## config.mk

```make
export PLATFORM = sky130hd
export DESIGN_NAME = gray_decoder
export DESIGN_NICKNAME = d
export VERILOG_FILES = /design/src/rtl/gray_decoder_pkg.sv /design/src/rtl/gray_decoder_gray2bin.sv /design/src/rtl/gray_decoder.sv
export SDC_FILE = /design/constraint.sdc
export NUM_CORES = 1
export LEC_CHECK = 0
export ABC_AREA = 1
export CAP_MARGIN = 10
export CORE_ASPECT_RATIO = 1.1
export CORE_MARGIN = 2
export CORE_UTILIZATION = 53
export DETAILED_ROUTE_END_ITERATION = 10
export PLACE_DENSITY = 0.78
export SLEW_MARGIN = 20
export SYNTH_ARGS = -nofsm -noshare
export SYNTH_HDL_FRONTEND = slang
export SYNTH_SLANG_ARGS = --single-unit
export TNS_END_PERCENT = 20
```

## constraint.sdc

```tcl
create_clock -name Clk -period 2.8 [get_ports Clk]
set_input_delay 0.42 -clock Clk [delete_from_list [all_inputs] [get_ports Clk]]
set_output_delay 0.42 -clock Clk [all_outputs]
set_load 0.02 [all_outputs]
```

## src/rtl/gray_decoder_pkg.sv

```systemverilog
// Shared definitions for the Gray-code decoder: FSM state encodings and
// the default word width reused by the encoder side and the testbench.
package gray_decoder_pkg;

  typedef enum logic [1:0] {
    HUNT   = 2'd0,
    LOCKED = 2'd1,
    FAULT  = 2'd2
  } state_t;

  localparam int DEFAULT_WIDTH = 3;

endpackage

```

## src/rtl/gray_decoder_gray2bin.sv

```systemverilog
// Purely combinational Gray-to-binary conversion (XOR prefix from the MSB).
module gray2bin #(
  parameter int WIDTH = 3
) (
  input  logic [WIDTH-1:0] gray,
  output logic [WIDTH-1:0] bin
);

  // Each binary bit is the XOR of all Gray bits at or above it.
  always_comb begin
    bin = '0;
    bin[WIDTH-1] = gray[WIDTH-1];
    for (int i = WIDTH - 2; i >= 0; i--) begin
      bin[i] = bin[i+1] ^ gray[i];
    end
  end

endmodule

```

## src/rtl/gray_decoder.sv

```systemverilog
// Receive-side Gray-code decoder: decodes each sample, enforces that the
// stream only holds or advances by one, and counts max->0 wrap-arounds.
module gray_decoder
  import gray_decoder_pkg::*;
#(
  parameter int WIDTH  = DEFAULT_WIDTH,
  parameter int WRAP_W = 4
) (
  input  logic              Clk,
  input  logic              Reset,
  input  logic              In_valid,
  input  logic [WIDTH-1:0]  Gray_in,
  output logic [WIDTH-1:0]  Bin_out,
  output logic              Out_valid,
  output logic [WRAP_W-1:0] Wraps,
  output logic              Locked,
  output logic              Error
);

  localparam logic [WIDTH-1:0]  MAX_VAL  = '1;
  localparam logic [WRAP_W-1:0] WRAP_MAX = '1;

  state_t           state;
  logic [WIDTH-1:0] dec;
  logic [WIDTH-1:0] next_val;
  logic             is_hold;
  logic             is_next;
  logic             is_wrap;

  gray2bin #(.WIDTH(WIDTH)) u_gray2bin (
    .gray (Gray_in),
    .bin  (dec)
  );

  // Legality compare against the last accepted value; p+1 wraps in WIDTH bits.
  always_comb begin
    next_val = Bin_out + WIDTH'(1);
    is_hold  = (dec == Bin_out);
    is_next  = (dec == next_val);
    is_wrap  = (Bin_out == MAX_VAL) && (dec == '0);
  end

  // Decoder FSM with all outputs registered; FAULT is only left through Reset.
  always_ff @(posedge Clk) begin
    if (Reset) begin
      state     <= HUNT;
      Bin_out   <= '0;
      Out_valid <= 1'b0;
      Wraps     <= '0;
      Locked    <= 1'b0;
      Error     <= 1'b0;
    end else begin
      Out_valid <= 1'b0;
      if (In_valid) begin
        case (state)
          HUNT: begin
            Bin_out   <= dec;
            Out_valid <= 1'b1;
            Locked    <= 1'b1;
            state     <= LOCKED;
          end
          LOCKED: begin
            if (is_hold || is_next) begin
              Bin_out   <= dec;
              Out_valid <= 1'b1;
              if (is_wrap && (Wraps != WRAP_MAX)) begin
                Wraps <= Wraps + WRAP_W'(1);
              end
            end else begin
              Error  <= 1'b1;
              Locked <= 1'b0;
              state  <= FAULT;
            end
          end
          FAULT: begin
            state <= FAULT;
          end
          default: begin
            state <= HUNT;
          end
        endcase
      end
    end
  end

endmodule

```

=== After elaboration in Yosys (flattened, before gate mapping) ===
Cells that the tools add are included.

* Bits in latches: 0
* RAM bits: 0
* ROM bits: 0
* Bits of input ports: 6
* Bits in registers: 12
* Memories: 0
* Word-level logic and storage cells: 40
* Output and inout port bits: 10

* Order comparisons: 0
* Div/mod/pow operators: 0
* Mux-type cells: 8
* Equal/unequal tests: 8
* Shifts and indexed selects: 0
* Reductions and logical operators: 12
* Bitwise logic cells: 4
* $add $sub $neg: 2
* Multipliers: 0

{| class="wikitable"
|+ Operator list
! cell !! number
|-
| AND reduction 3 bit || 3
|-
| equality test 3 bit || 2
|-
| one-hot mux 2 bit (3 select lines) || 1
|-
| one-hot mux 3 bit (2 select lines) || 1
|-
| adder 4 x 1 -> 4 bit, second input constant || 1
|-
| != test 2 bit, second input constant || 2
|-
| != test 4 bit, second input constant || 1
|-
| one-hot mux 1 bit (2 select lines) || 2
|-
| AND reduction 4 bit || 1
|-
| adder 3 x 1 -> 3 bit, second input constant || 1
|-
| equality test 3 bit, second input constant || 1
|-
| logical NOT 3 bit || 1
|-
| 2-to-1 mux 3 bit || 1
|-
| equality test 2 x 1 -> 1 bit, second input constant || 1
|-
| equality test 2 bit, second input constant || 1
|-
| logical AND 1 bit || 2
|-
| logical NOT 2 bit || 1
|-
| 2-to-1 mux 1 bit || 2
|-
| 2-to-1 mux 2 bit || 1
|-
| NOT 1 bit || 2
|-
| AND reduction 2 bit || 1
|-
| nonzero test 2 bit || 1
|-
| OR reduction 2 bit || 1
|-
| bitwise XOR 1 bit || 2
|-
| logical OR 1 bit || 1
|}

=== Logic depth before layout (Yosys ltp) ===
Gate-level depths: netlist of run 1.

* Word-level depth: 6
* Depth in mapped cells: 14

=== Cells and area by module ===
A second synthesis of run 1 with hierarchy kept.

* Cell total of the unflattened synthesis: 113
* Area total of the unflattened synthesis: 789.5 um^2

{| class="wikitable"
|+ Modules (own cells, without submodules)
! module !! area an instance (um^2) !! sequential area each (um^2) !! cells each !! instances
|-
| gray_decoder || 738.2 || 240.2 || 101 || 1
|-
| gray2bin || 51.3 || 0.0 || 12 || 1
|}

=== Least setup slack after synthesis of run 1 ===
OpenSTA, ideal clock, no wires.

* Path kind: register to register
* Start point: register Bin_out[0]
* End point: register Bin_out[2]
* Data arrival time: 1576 ps
* Data required time: 2687 ps
* Period minus slack after synthesis: 1689 ps
* Cell stages (with the launch flop): 11
* Library setup time: 113 ps
* Path slack: 1111 ps
* Cells stage by stage: dfxtp_1 > ha_1 > ha_1 > xnor2_1 > nand3_1 > nand3_4 > nand2_4 > nand2_4 > nand2_4 > nor2_1 > nor2_1

* Longest elaborated chain between the ends: 5

{| class="wikitable"
|+ Ends and longest elaborated chain
! element !! RTL line !! source
|-
| start: declaration || gray_decoder.sv:13 || <nowiki>output logic [WIDTH-1:0] Bin_out,</nowiki>
|-
| start signal: assignment || gray_decoder.sv:47 || <nowiki>Bin_out <= '0;</nowiki>
|-
| start signal: assignment || gray_decoder.sv:57 || <nowiki>Bin_out <= dec;</nowiki>
|-
| start signal: assignment || gray_decoder.sv:64 || <nowiki>Bin_out <= dec;</nowiki>
|-
| adder 3 x 1 -> 3 bit || gray_decoder.sv:37 || <nowiki>next_val = Bin_out + WIDTH'(1);</nowiki>
|-
| equality test 3 bit || gray_decoder.sv:39 || <nowiki>is_next = (dec == next_val);</nowiki>
|-
| logical OR 1 bit * || gray_decoder.sv:63 || <nowiki>if (is_hold || is_next) begin</nowiki>
|-
| != test 2 bit (no source line) * || - ||
|-
| AND reduction 3 bit (no source line) * || - ||
|}

Every way passes the cells marked *; elsewhere a longest branch is shown, timed or not.
A chain may end at the register's enable or synchronous reset.

=== Worst setup path after layout of run 1 ===
* Start point: input Gray_in[2]
* End point: register Bin_out[2]

* Longest elaborated chain between the ends: 6

{| class="wikitable"
|+ Ends and longest elaborated chain
! element !! RTL line !! source
|-
| start: declaration || gray_decoder.sv:12 || <nowiki>input logic [WIDTH-1:0] Gray_in,</nowiki>
|-
| bitwise XOR 1 bit (2 in series) || gray_decoder_gray2bin.sv:14 || <nowiki>bin[i] = bin[i+1] ^ gray[i];</nowiki>
|-
| equality test 3 bit (on tied branches) || gray_decoder.sv:38, gray_decoder.sv:39 ||
|-
| logical OR 1 bit || gray_decoder.sv:63 ||
|-
| != test 2 bit (no source line) || - ||
|-
| AND reduction 3 bit (no source line) || - ||
|}

Parallel ways exist; a longest one is shown, timed or not. The select of a mux whose other input is x is not followed.

==> impl_metrics.ini, run 1 <==
[finish]
final-seq-area_um2 = 240
layout.nets = 136
multi_input_area_um2 = 498
post-route-util_pct = 71.9
diodes = 0
fillerInstances = 110
layout_commonest_cell = nand2_1
area_growth_pct = 23.5
layout_common_cells = nand2_1, nand3_1, clkdlybuf4s50_1
post_route_cells_drive_above_1_share_pct = 18.5

[clocking]
clock_latency_ns = 0.27
h-tree-depth = 1
numCtsBuffers = 3
post_cts_resized = 0
clk_pin_slew_ns = 0.08
cts_tree = yes
clock_path_buffers = 2
clock-sinks = 12
cts_root_buf = clkbuf_4
cts-hold-fix-buffers = 0
postCtsSetupRepairBufs = 0

[worst_setup_path]
r2r_setup_slack_ns = 1.07
startpoint_type = primary input
cp-end-kind = flop
crit_arrival_ns = 2.04
worstSetupPathType = primary input to flop
worstPathRequired_ns = 2.98
worstPathMaxFanout = 7

[logic_synthesis]
synth_xor_area_share_pct = 4.29
synth_top_area_share_pct = 29.4
synth_top_family_by_area = simple AND/OR/NAND/NOR gates
syn_inst = 107
synth.area.top_cells = dfxtp_1, nand3_1, nand2_4, nand2_1, ha_1
synthSimpleGateAreaFrac_pct = 42.6
synth.avg_cell_area_um2 = 7.62
syn_nets = 118
synth-compound-area-share_pct = 6.44
ys_ff_latch = 12
synthAdderAreaFrac_pct = 7.67
yosys_warnings = 0
synthMuxAreaShare_pct = 0
netlist_area_um2 = 816
synth_cell_types = 24
synth_top_cell_by_area = dfxtp_1
ys_seq_area_share_pct = 29.4

[timing]
tightest_slew_ns = 0.367
rsz0062_at_grt = false
fin_worst_skew_ns = 0.00437
setup_viol = 0
setup_tns_ns = 0
hold_viol_final = 0
max_freq_mhz = 537
final_max_slew_viol_count = 0
finalCritPeriodShare_pct = 66.5
timing.hold.ws_ns = 0.450
post-route-min-period_ns = 1.86
slew_headroom_pct = 75.4

[routing]
postRouteAntennaNets = 0
wl_per_cell_um = 10.3
drc = 0
vias = 701
drt_iter0_markers = 15
viasPerCell = 5.01
drt-total-wl_mm = 1.44
firstDrtPassIters = 4

[pwr]
leakage_nw = 0.437
power-per-cell-area_nw_per_um2 = 520
ir_drop_mv = 0.367
power.total_mw = 0.524

[floorplan]
dieWidth_um = 41.4
fp-row-count = 14
ios = 16
die_area_um2 = 1870
start_util_pct = 58.2
core_area_um2 = 1400
die_h_um = 45.2

[grt]
grt_util_all_layers_pct = 17.4
grt_pass1_wl_mm = 2.50
grt_overflow_total = 0
antenna_found_initial = 0
grt_max_degree = 10
grt_pass1_vias = 621

[place]
place_congestion = 0.801
place_hpwl_mm = 1.14
port-buffer-count = 15

[run_status]
status = finished clean

[job]
cap_violations = 0

[hold_path]
hp-class = flop to flop
## cells by family after synthesis
family / after synthesis
AND/OR/NAND/NOR: 58
XOR/XNOR: 4
adder cells (fa/ha/maj): 5
buffers and inverters: 18
AO/OA/AOI/OAI: 10
flip-flops: 12
## flip-flops by register name, summed over array words and instances, names as in the netlist
register   cells
Wraps          4
Bin_out        3
state          2
Error          1
Locked         1
Out_valid      1
## critical path: stages
cell	delay (ns)
clkdlybuf4s50_1	0.69
nand2_2	0.14
nand3_2	0.12
nand3_2	0.14
nand2_4	0.11
nand2_4	0.06
nand2_4	0.09
nand2_4	0.06
nand2_4	0.07
nand2_1	0.05
nand2_1	0.05
nor2_1	0.04
## path summary, 6_finish.rpt
| kind | from | to | depth (start not counted) |
|---|---|---|---|
| max | Gray_in[2] | Bin_out[2] | 12 |
| min reg2reg | Error | Error | 2 |
| max reg2reg | Bin_out[0] | Wraps[3] | 9 |
| min | Error | Error | 2 |
## report_power, final
group	internal, mW	total, mW	switching (mW)
combinational	0.0786	0.188	0.109
sequential	0.185	0.196	0.0118
clock	0.0790	0.140	0.0605
## area by class of cell
class	instances	share of cell area, %
clock buffer	4	3.60
sequential	12	23.9
timing repair buffer	15	14.9
tap	16	1.99
inverter	16	6.21
multi-input combinational	77	49.4
## metrics by stage
stage	instances	instance area (µm²)	worst slack [ns]
final	140	1010	0.939
after CTS	140	1010	0.932
after global routing	140	1010	0.780
after floorplan	107	816	1.11
after global placement	136	971	0.671
after detailed placement	136	971	0.646
## synth_stat cells (all sizes together)
cell    number
a21oi        9
buf          2
dfxtp       12
clkinv       1
a211oi       1
nor3         1
xnor2        3
nand4        1
inv         15
nor2         9
nand3b       1
ha           5
xor2         1
nand3       20
nand2       26
## metal layers
metal | routed length, µm | GRT usage [%] | share of wire, %
met1 | 718 | 22.2 | 50
met2 | 654 | 28.4 | 46
met3 | 32 | 2.40 | 2.2
met4 | 30 | 10.3 | 2.1
met5 | 0 | 0 | 0
Note: power is estimated with default switching activity, not from simulation.
==> inputs of run 2 (changes only) <==
--- a/config.mk
+++ b/config.mk
@@ -9,9 +9,9 @@
 export CAP_MARGIN = 10
 export CORE_ASPECT_RATIO = 1.1
 export CORE_MARGIN = 2
-export CORE_UTILIZATION = 53
+export CORE_UTILIZATION = 45
 export DETAILED_ROUTE_END_ITERATION = 10
-export PLACE_DENSITY = 0.78
+export PLACE_DENSITY = 0.7
 export SLEW_MARGIN = 20
 export SYNTH_ARGS = -nofsm -noshare
 export SYNTH_HDL_FRONTEND = slang
==> constraint.sdc (replaced) <==
create_clock -name Clk -period 1.6 [get_ports Clk]
set_input_delay 0.24 -clock Clk [delete_from_list [all_inputs] [get_ports Clk]]
set_output_delay 0.24 -clock Clk [all_outputs]
set_load 0.02 [all_outputs]
==> impl_metrics.ini, run 2 (synthesis results as in run 1) <==
[pwr]
p_switching_mw = 0.344
power_frac_comb_pct = 39.4
p_sw_share_pct = 35.2
clockPowerShare_pct = 25.4
power.total_mw = 0.977
power-per-cell-area_nw_per_um2 = 864
leakage_nw = 0.552
ir_drop_mv = 0.716
seq_power_share_pct = 35.2
p_int_mw = 0.634

[finish]
reg_top3 = Wraps (4), Bin_out (3), state (2)
area_growth_pct = 38.6
regMostFlops = Wraps
post-route-util_pct = 64.9
fillerInstances = 157
post_route_cells_drive_above_1_share_pct = 30.1
layout_common_cells = nand2_1, nand3_1, inv_1
diodes = 0
layout.nets = 145
layout_commonest_cell = nand2_1
largest_reg_flops = 4
multi_input_area_um2 = 541
final-seq-area_um2 = 245
final_cells = 151

[job]
cap_violations = 0

[timing]
post-route-min-period_ns = 1.58
tightest_slew_ns = 0.361
hold_viol_final = 0
layout_setup_ws_ns = 0.0195
rsz0062_at_grt = true
setup_tns_ns = 0
max_freq_mhz = 633
final_max_slew_viol_count = 0
fin_worst_skew_ns = 0.00715
slew_headroom_pct = 75.9
setup_viol = 0
finalCritPeriodShare_pct = 98.8

[clocking]
h-tree-depth = 1
cts-hold-fix-buffers = 0
cts_tree = yes
clock-sinks = 12
cts_root_buf = clkbuf_4
clk_pin_slew_ns = 0.08
clock_path_buffers = 2
clock_latency_ns = 0.28
numCtsBuffers = 3
postCtsSetupRepairBufs = 0

[worst_setup_path]
startpoint_type = flop
worstSetupPathType = flop to flop
crit_arrival_ns = 1.74
cp-end-kind = flop
worstPathRequired_ns = 1.76
worstPathMaxFanout = 4

[place]
port-buffer-count = 15
place_hpwl_mm = 1.37
pre_cts_slack_ns = -0.273
place_congestion = 0.779
post-place-cells = 147

[routing]
drt_iter0_markers = 12
drt-total-wl_mm = 1.76
vias = 756
postRouteAntennaNets = 0
viasPerCell = 5.01
drc = 0
firstDrtPassIters = 4
wl_per_cell_um = 11.6

[grt]
grt_util_all_layers_pct = 18.3
grt_pass1_wl_mm = 2.86
grt_pass1_vias = 692
antenna_found_initial = 0
grt_max_degree = 10
grt_overflow_total = 0

[floorplan]
die_area_um2 = 2170
dieWidth_um = 44.6
fp-row-count = 16
die_h_um = 48.7
ios = 16
start_util_pct = 46.8
core_area_um2 = 1740

[hold_path]
hp-class = flop to flop

[run_status]
status = finished clean
-- run 2: power by group through the flow --
stage | registers (mW) | clock network (mW) | logic, mW
final | 0.344 | 0.248 | 0.385
after global routing | 0.348 | 0.265 | 0.424
after CTS | 0.344 | 0.253 | 0.375
after detailed placement | 0.346 | 0 | 0.371
after global placement | 0.344 | 0 | 0.363
after floorplan | 0.373 | 0 | 0.227
-- run 2: path summary, 6_finish.rpt --
check / start / endpoint / slack [ns] / cells past startpoint
max: Bin_out[0] / Wraps[0] / 0.02 / 8
min: Locked / Locked / 0.45 / 2
max reg2reg: Bin_out[0] / Wraps[0] / 0.02 / 8
min reg2reg: Locked / Locked / 0.45 / 2
-- run 2: layout make-up --
type / count / area share, %
clock buffer: 4 / 3.21
inverter: 16 / 5.53
multi-input combinational: 77 / 47.8
sequential: 12 / 21.7
tap: 18 / 1.99
timing repair buffer: 24 / 19.8
-- run 2: through the flow --
| step | instance area (µm²) | hold slack (ns) |
|---|---|---|
| floorplan | 821 | 0.406 |
| global placement | 1050 | 0.436 |
| detailed placement | 1050 | 0.442 |
| CTS | 1110 | 0.457 |
| global route | 1130 | 0.492 |
| finish | 1130 | 0.455 |
-- run 2: timing repair --
action | 4_1_cts | 5_1_grt
gates cloned | 0 | 0
gates resized for setup | 7 | 7
setup endpoints to repair | 12 | 14
pin swaps | 9 | 7
-- run 2: critical path, cell delays in order, from the launching register on --
cell and delay [ns]:
dfxtp_4 0.36, ha_4 0.16, ha_4 0.24, xnor2_2 0.14, nand3_2 0.11, nand3_4 0.09, nand4_1 0.18, nand2_1 0.11
a21oi_1 0.07
-- run 2: per-layer routing --
layer / share of wire (%) / vias to the layer above / GRT usage, %
li1: - / 396 / -
met1: 44 / 341 / 22.2
met2: 49 / 14 / 28.5
met3: 3.5 / 5 / 3.36
met4: 3.2 / 0 / 12.1
met5: 0 / - / 0
